`config.mk`:
```
export PLATFORM = sky130hd
export DESIGN_NAME = user_access_arbiter_flat
export DESIGN_NICKNAME = d
export VERILOG_FILES = /design/src/rtl/user_access_arbiter_if.sv /design/src/rtl/user_access_arbiter.sv /design/src/flat_wrapper.sv
export SDC_FILE = /design/constraint.sdc
export NUM_CORES = 1
export LEC_CHECK = 0
export BUFFER_PORTS_ARGS = -buffer_cell sky130_fd_sc_hd__buf_2
export CAP_MARGIN = 30
export CORE_MARGIN = 8
export CORE_UTILIZATION = 50
export CTS_BUF_LIST = sky130_fd_sc_hd__clkbuf_8
export CTS_CLUSTER_DIAMETER = 60
export DETAILED_ROUTE_END_ITERATION = 8
export PLACE_DENSITY_LB_ADDON = 0.2
export SKIP_LAST_GASP = 1
export SYNTH_ARGS = -nofsm -noshare
export SYNTH_HDL_FRONTEND = slang
export SYNTH_SLANG_ARGS = --single-unit
```
`constraint.sdc`:
```
create_clock -name clk -period 3.1 [get_ports clk]
set_clock_uncertainty 0.15 [all_clocks]
set_input_delay 0 -clock clk [delete_from_list [all_inputs] [get_ports clk]]
set_output_delay 0 -clock clk [all_outputs]
set_load 0.05 [all_outputs]
```
`src/rtl/user_access_arbiter_if.sv`:
```
// Request/response bundle between NUM_REQ requesters and the protected-register arbiter.
// Master drives requests; slave (the arbiter) returns registered pulses and status.
interface user_access_arbiter_if #(
  parameter int NUM_REQ = 4
);
  logic [NUM_REQ-1:0]   req;
  logic [3*NUM_REQ-1:0] usr_id;
  logic [8*NUM_REQ-1:0] data_in;
  logic [7:0]           data_out;
  logic [NUM_REQ-1:0]   ack;
  logic [NUM_REQ-1:0]   deny;
  logic [NUM_REQ-1:0]   locked;
  logic                 busy;
  logic [2:0]           grant_idx;

  modport master (
    output req, usr_id, data_in,
    input  data_out, ack, deny, locked, busy, grant_idx
  );

  modport slave (
    input  req, usr_id, data_in,
    output data_out, ack, deny, locked, busy, grant_idx
  );
endinterface

```
`src/rtl/user_access_arbiter.sv`:
```
// Round-robin guarded write of one 8-bit register; ack/deny 2 edges after req is sampled.
// Requests are level-held until ack/deny; losers simply wait, locked requesters are ignored.
module user_access_arbiter #(
  parameter int         NUM_REQ  = 4,
  parameter logic [2:0] AUTH_ID  = 3'h4,
  parameter int         MAX_FAIL = 3
) (
  input logic                  clk,
  input logic                  rst,
  user_access_arbiter_if.slave bus
);

  localparam logic [2:0] MAX_FAIL_C = 3'(MAX_FAIL);

  typedef enum logic [1:0] {IDLE, CHECK, DONE} state_t;

  state_t             state_q, state_d;
  logic [2:0]         idx_q, idx_d;
  logic [2:0]         ptr_q, ptr_d;
  logic [2:0]         id_q, id_d;
  logic [7:0]         dat_q, dat_d;
  logic [7:0]         out_q, out_d;
  logic [NUM_REQ-1:0] ack_q, ack_d;
  logic [NUM_REQ-1:0] deny_q, deny_d;
  logic [NUM_REQ-1:0] lock_q, lock_d;
  logic [2:0]         fail_q [NUM_REQ];
  logic [2:0]         fail_d [NUM_REQ];

  logic [NUM_REQ-1:0] elig;
  logic               pick_vld;
  logic [2:0]         pick_idx;
  logic [2:0]         fail_nxt;

  assign elig = bus.req & ~lock_q;

  always_ff @(posedge clk) begin
    if (rst) begin
      state_q <= IDLE;
      idx_q   <= '0;
      ptr_q   <= '0;
      id_q    <= '0;
      dat_q   <= '0;
      out_q   <= '0;
      ack_q   <= '0;
      deny_q  <= '0;
      lock_q  <= '0;
      for (int i = 0; i < NUM_REQ; i++) fail_q[i] <= '0;
    end else begin
      state_q <= state_d;
      idx_q   <= idx_d;
      ptr_q   <= ptr_d;
      id_q    <= id_d;
      dat_q   <= dat_d;
      out_q   <= out_d;
      ack_q   <= ack_d;
      deny_q  <= deny_d;
      lock_q  <= lock_d;
      fail_q  <= fail_d;
    end
  end

  always_comb begin
    state_d  = state_q;
    idx_d    = idx_q;
    ptr_d    = ptr_q;
    id_d     = id_q;
    dat_d    = dat_q;
    out_d    = out_q;
    ack_d    = '0;
    deny_d   = '0;
    lock_d   = lock_q;
    fail_d   = fail_q;
    fail_nxt = '0;
    pick_vld = 1'b0;
    pick_idx = '0;

    // Wrapped indices (below ptr) are scanned first so the at-or-above-ptr pass overrides them.
    for (int i = NUM_REQ - 1; i >= 0; i--) begin
      if (elig[i] && (i < int'(ptr_q))) begin
        pick_vld = 1'b1;
        pick_idx = 3'(i);
      end
    end
    for (int i = NUM_REQ - 1; i >= 0; i--) begin
      if (elig[i] && (i >= int'(ptr_q))) begin
        pick_vld = 1'b1;
        pick_idx = 3'(i);
      end
    end

    case (state_q)
      IDLE: begin
        if (pick_vld) begin
          idx_d   = pick_idx;
          state_d = CHECK;
          for (int i = 0; i < NUM_REQ; i++) begin
            if (i == int'(pick_idx)) begin
              id_d  = bus.usr_id[3*i +: 3];
              dat_d = bus.data_in[8*i +: 8];
            end
          end
        end
      end

      CHECK: begin
        state_d = DONE;
        ptr_d   = (int'(idx_q) == NUM_REQ - 1) ? 3'd0 : idx_q + 3'd1;
        if (id_q == AUTH_ID) out_d = dat_q;
        for (int i = 0; i < NUM_REQ; i++) begin
          if (i == int'(idx_q)) begin
            if (id_q == AUTH_ID) begin
              ack_d[i]  = 1'b1;
              fail_d[i] = '0;
            end else begin
              deny_d[i] = 1'b1;
              fail_nxt  = (fail_q[i] < MAX_FAIL_C) ? fail_q[i] + 3'd1 : MAX_FAIL_C;
              fail_d[i] = fail_nxt;
              if (fail_nxt == MAX_FAIL_C) lock_d[i] = 1'b1;
            end
          end
        end
      end

      DONE: begin
        // Hold until the serviced request drops so a level-held req is not served twice.
        for (int i = 0; i < NUM_REQ; i++) begin
          if ((i == int'(idx_q)) && (!bus.req[i] || lock_q[i])) state_d = IDLE;
        end
      end

      default: state_d = IDLE;
    endcase
  end

  assign bus.data_out  = out_q;
  assign bus.ack       = ack_q;
  assign bus.deny      = deny_q;
  assign bus.locked    = lock_q;
  assign bus.busy      = (state_q != IDLE);
  assign bus.grant_idx = (state_q == IDLE) ? 3'd0 : idx_q;

endmodule

```
`src/flat_wrapper.sv`:
```
// flat-port wrapper written by rule: the top's interface ports become plain ports
module user_access_arbiter_flat 
#(
  parameter int         NUM_REQ  = 4,
  parameter logic [2:0] AUTH_ID  = 3'h4,
  parameter int         MAX_FAIL = 3
)
  (clk, rst, bus_req, bus_usr_id, bus_data_in, bus_data_out, bus_ack, bus_deny, bus_locked, bus_busy, bus_grant_idx);
  user_access_arbiter_if #(.NUM_REQ(NUM_REQ)) bus_i ();
  input logic clk;
  input logic rst;
  input wire logic [$bits(bus_i.req)-1:0] bus_req;
  input wire logic [$bits(bus_i.usr_id)-1:0] bus_usr_id;
  input wire logic [$bits(bus_i.data_in)-1:0] bus_data_in;
  output wire logic [$bits(bus_i.data_out)-1:0] bus_data_out;
  output wire logic [$bits(bus_i.ack)-1:0] bus_ack;
  output wire logic [$bits(bus_i.deny)-1:0] bus_deny;
  output wire logic [$bits(bus_i.locked)-1:0] bus_locked;
  output wire logic [$bits(bus_i.busy)-1:0] bus_busy;
  output wire logic [$bits(bus_i.grant_idx)-1:0] bus_grant_idx;
  assign bus_i.req = bus_req;
  assign bus_i.usr_id = bus_usr_id;
  assign bus_i.data_in = bus_data_in;
  assign bus_data_out = bus_i.data_out;
  assign bus_ack = bus_i.ack;
  assign bus_deny = bus_i.deny;
  assign bus_locked = bus_i.locked;
  assign bus_busy = bus_i.busy;
  assign bus_grant_idx = bus_i.grant_idx;
  user_access_arbiter #(.NUM_REQ(NUM_REQ), .AUTH_ID(AUTH_ID), .MAX_FAIL(MAX_FAIL)) u_core (.clk(clk), .rst(rst), .bus(bus_i));
endmodule
```
# Word-level counts from Yosys, hierarchy flattened
# Index checks and enable logic that the tools add are counted.
dict set report word_totals {
  regBits 51
  out_inout_bits 24
  latchBits 0
  ram_bits 0
  romBits 0
  n_memories 0
  in_bits 50
}
dict set report op_classes {
  addsub 5
  muxes 42
  order_cmp 12
  n_eq_ne 16
  div_mod_pow 0
  bitwise_logic 8
  shift 0
  reduce_logical 41
  multipliers 0
}
# operator n
set ops {}
lappend ops {{2-to-1 mux 3 bit} 14}
lappend ops {{2-to-1 mux 8 bit} 4}
lappend ops {{2-to-1 mux 2 bit} 13}
lappend ops {{AND reduction 4 bit} 4}
lappend ops {{adder 3 x 1 -> 3 bit, second input constant} 5}
lappend ops {{AND reduction 2 bit} 7}
lappend ops {{equality test 3 x 2 -> 1 bit, second input constant} 4}
lappend ops {{logical AND 1 bit} 12}
lappend ops {{less-than comparator 3 x 2 -> 1 bit, second input constant} 4}
lappend ops {{OR reduction 3 bit} 4}
lappend ops {{2-to-1 mux 1 bit} 10}
lappend ops {{equality test 3 bit, first input constant} 2}
lappend ops {{equality test 3 bit, second input constant} 2}
lappend ops {{greater-or-equal comparator 1 x 3 -> 1 bit, first input constant} 2}
lappend ops {{greater-or-equal comparator 2 x 3 -> 1 bit, first input constant} 2}
lappend ops {{logical NOT 3 bit} 2}
lappend ops {{less-than comparator 1 x 3 -> 1 bit, first input constant} 2}
lappend ops {{less-than comparator 2 x 3 -> 1 bit, first input constant} 2}
lappend ops {{NOT 1 bit} 6}
lappend ops {{one-hot mux 2 bit (3 select lines)} 1}
lappend ops {{!= test 5 x 1 -> 1 bit, second input constant} 1}
lappend ops {{AND 4 bit} 1}
lappend ops {{equality test 2 bit, first input constant} 2}
lappend ops {{logical NOT 1 bit} 4}
lappend ops {{other kinds (11)} 14}

# Depth between registers and ports, before layout
dict set report depth {
  ltp_word 16
  mapped_depth 6
  mapped_depth_nobuf 6
}

# Worst setup path after synthesis
# Ideal clock, no wire load.
dict set report synth_timing {
  path_type {reg2reg}
  start {reg u_core.lock_q[2] (netlist: u_core.bus.locked[2])}
  end {reg u_core.dat_q[0]}
  arrival_ns 1.717
  setup_ns 0.128
  setup_slack_ns 1.105
  required_time_ns 2.822
  n_path_buf 1
  stages_incl_launch_ff 7
  path_cell_list {dfxtp_1 nor2b_1 mux2i_1 a2bb2oi_2 buf_6 mux2i_1 o221ai_2}
}
dict set report synth_between {
  elab_chain_cells 14
  elab_cells_between_ends 27
  cone_classes {eq/ne: 3; mux: 17; bitwise: 2; reduce/logical: 5}
}
# element line
set synth_lines {}
lappend synth_lines {{start: declaration} user_access_arbiter.sv:25} ;# logic [NUM_REQ-1:0] lock_q, lock_d;
lappend synth_lines {{start signal: assignment} user_access_arbiter.sv:57} ;# lock_q <= lock_d;
lappend synth_lines {{NOT 4 bit *} user_access_arbiter.sv:34} ;# assign elig = bus.req & ~lock_q;
lappend synth_lines {{AND 4 bit *} user_access_arbiter.sv:34}
lappend synth_lines {{logical AND 1 bit} user_access_arbiter.sv:79} ;# if (elig[i] && (i < int'(ptr_q))) begin
lappend synth_lines {{2-to-1 mux 2 bit (3 in series)} user_access_arbiter.sv:79}
lappend synth_lines {{2-to-1 mux 2 bit (4 in series)} user_access_arbiter.sv:85} ;# if (elig[i] && (i >= int'(ptr_q))) begin
lappend synth_lines {{equality test 1 x 2 -> 1 bit} user_access_arbiter.sv:97} ;# if (i == int'(pick_idx)) begin
lappend synth_lines {{2-to-1 mux 8 bit (3 in series)} user_access_arbiter.sv:97}
lappend synth_lines {{end signal: assignment} user_access_arbiter.sv:53} ;# dat_q <= dat_d;
lappend synth_lines {{end: declaration} user_access_arbiter.sv:21} ;# logic [7:0] dat_q, dat_d;
# Mark *: on every way between the ends. The rest lies on a longest branch, timed or not.
# A chain may end at the register's enable or synchronous reset.

# Worst setup path after layout
dict set report layout_timing {
  start {reg u_core.lock_q[2] (netlist: u_core.bus.locked[2])}
  end {reg u_core.dat_q[7]}
}
# The elaborated chain is that of the path after synthesis.

==> metrics <==
status finished, final reports clean; vias per cell about 5.5; Avg Cell Area, Syn 9.20 um^2; drt drc 0; Resized Gates After CTS 0; top cells by count, synth dfxtp_1 (49), nand2_1 (37), nor2_1 (31); placed cells about 380; cell chain of the critical path nand2b_1 -> o22ai_1 -> a22oi_2 -> mux2i_1 -> dlygate4sd3_1 -> o221ai_2; Pwr Density between 400 and 500 nW/um^2; Root Buffer clkbuf_8; Slowest cell on crit path a22oi_2; final non-filler cell total between 400 and 500; Setup TNS Final 0 ns; Initial Utilization 0.514; largest net degree at the start of global routing 40; Core ar. 4690 um^2; main flop type after synthesis dfxtp_1; CP Data Required Time between 3 and 4 ns; Reg clk slew, reported paths roughly 0.10 ns; unrepaired setup endpoints after global routing no; Fin. Hold Viols 0; ys async rst share 0; clock share of power 0.307; top cell type's share of synthesized area 0.407; 1st-iter DRT viols between 150 and 200; Clock Latency Late Sink between 0.3 and 0.4 ns; Post-Syn Instances between 200 and 300; VDD IR max 240 uV; GR Util met2 0.346; largest area contributor in the netlist dfxtp_1; Final ANT Viol Nets 0; Sw Ratio 0.297; Max Cap Viol 0; routability cong. 0.805; Tcrit/Tclk final 0.888; Worst-Margin Slew 0.914 ns; total power about 1.6 mW; vias in the first global route approximately 2400; Vias ~2400; row count 25; Routed wire per std cell ~17 um; chip height roughly 85 um; highest clock rate 0.363 GHz; CP Capture Type register; Synth area leaders dfxtp_1 (41%), mux2i_1 (10%), o221ai_2 (6.9%), nand2_1 (5.8%), a21oi_1 (5.6%); post-layout util 0.707; met1 Resource Use GR 0.212; global-route wire length before repair 11700 um; CTS Hold Bufs between 40 and 50; Slew Viols, Final 0; CTS tree built; Cell Int Power about 1.1 mW; antenna violations before repair 2; clock buffer depth 2; DIE AREA roughly 7300 um^2; top-count cell post-synth dfxtp_1; cell area after synthesis ~2400 um^2; share of power burned in registers 0.445; Post-synth EDFFs 0; Gate power share 0.249; sequential area share after synthesis 0.407; Chip Width about 85 um; worst rel slew slack 0.391; Hold Crit Class primary input to register; detailed-placement wirelength estimate 4400 um; I/O pins between 70 and 80; P_sw between 0.4 and 0.5 mW; met3 usage 0.0579; Crit Path Category register to register; clk sink count 49; #FFs+latches synth between 40 and 50; Final Setup Violations 0; crit start category register; Max FO, Critical Path 11; Area Overhead vs Synth 37.7%; H-tree depth 2; GRT overflow 0; P_leak around 1.5 nW; Period minus WS final approximately 2.8 ns; Post CTS Setup Buffer Count 0; Port Buffer Count 72; Synth cell types 36; YS warnings 0; crit-path max cell delay ~0.77 ns; post-synthesis net count between 300 and 400; layout cell share with drive strength beyond 1 0.273; Worst Path Arrival about 2.8 ns; hold slack ~0.059 ns; grt peak-use layer met2; Total Routed Length about 7400 um; Inserted Clock Buffers 5; overall routing resource usage 0.202; fin nets 430; Pre-antenna DRT Iters 4
power groups by stage:
stage | Combinational [mW] | Sequential [mW] | Clock, mW
5_1_grt | 0.423 | 0.708 | 0.509
4_1_cts | 0.379 | 0.700 | 0.491
3_5_place_dp | 0.313 | 0.715 | 0
6_report | 0.394 | 0.704 | 0.486
3_3_place_gp | 0.307 | 0.715 | 0
2_1_floorplan | 0.234 | 0.719 | 0
worst max-delay path, delay by kind of cell (launching register included):
kind,cells,cell delay (ns)
buffers and inverters,1,0.61
multiplexers,1,0.30
AND/OR/NAND/NOR,1,0.22
flip-flops,1,0.36
AO/OA/AOI/OAI,3,0.99
cell usage in the layout (no fill, tap or decap), types with 2 or more instances in the layout:
cell	synthesis	final
mux2i_1	25	25
a21oi_1	27	27
diode_2	0	2
inv_1	7	7
dfxtp_1	49	49
dlygate4sd3_1	0	44
buf_2	1	72
nor2_2	2	2
nor2_1	31	31
nor2b_4	2	2
a32oi_1	2	2
clkbuf_8	0	6
o221ai_2	11	11
nor3_1	13	13
o31ai_1	2	2
a211oi_1	9	9
nor2b_1	2	2
nand2b_1	5	5
ha_1	8	8
nand2_1	37	37
registers in the layout, summed over array words and instances (netlist names):
name / flops
u_core.id_q: 3
u_core.fail_q: 12
u_core.bus.locked: 4
u_core.state_q: 2
u_core.bus.data_out: 8
u_core.ptr_q: 2
u_core.bus.deny: 4
u_core.bus.ack: 4
u_core.idx_q: 2
u_core.dat_q: 8
final timing paths:
check | slack (ns) | depth (start not counted) | startpoint | end
worst max-delay path | 0.35 | 6 | u_core.bus.locked[2] | u_core.dat_q[7]
worst min-delay path | 0.06 | 2 | rst | u_core.fail_q[9]
worst max register to register | 0.35 | 6 | u_core.bus.locked[2] | u_core.dat_q[7]
worst min register to register | 0.30 | 2 | u_core.bus.data_out[1] | u_core.bus.data_out[1]
layout make-up:
| cell class | instances | area (um^2) |
|---|---|---|
| Multi-Input combinational cell | 192 | 1310 |
| Sequential cell | 49 | 981 |
| Fill cell | 349 | 1370 |
| Clock buffer | 6 | 82.6 |
| Clock inverter | 2 | 37.5 |
| Antenna cell | 2 | 5.00 |
| Timing Repair Buffer | 117 | 808 |
| Inverter | 7 | 26.3 |
| Tap cell | 54 | 67.6 |
per-layer routing:
layer / share of wire / routed length, um
met3: 0.062 / 457
met4: 0.054 / 397
met1: 0.39 / 2840
met2: 0.50 / 3660
met5: 0 / 0
stage by stage:
stage / cell area (um^2) / worst slack (ns)
2_1_floorplan: 2410 / 1.10
3_3_place_gp: 2750 / 0.996
3_5_place_dp: 2750 / 0.927
4_1_cts: 3310 / 0.416
5_1_grt: 3320 / 0.212
6_report: 3320 / 0.349
cell families (layout without fill, tap and decap cells):
logic type | count (synthesis) | in the layout | synth area share
AO/OA/AOI/OAI | 60 | 60 | 0.208
adder cells (fa/ha/maj) | 8 | 8 | 0.0415
multiplexers | 25 | 25 | 0.104
other | 1 | 3 | 0.00156
flip-flops | 49 | 49 | 0.407
AND/OR/NAND/NOR | 98 | 98 | 0.189
buffers and inverters | 21 | 132 | 0.0488
Power figures use the tool's default switching activity.
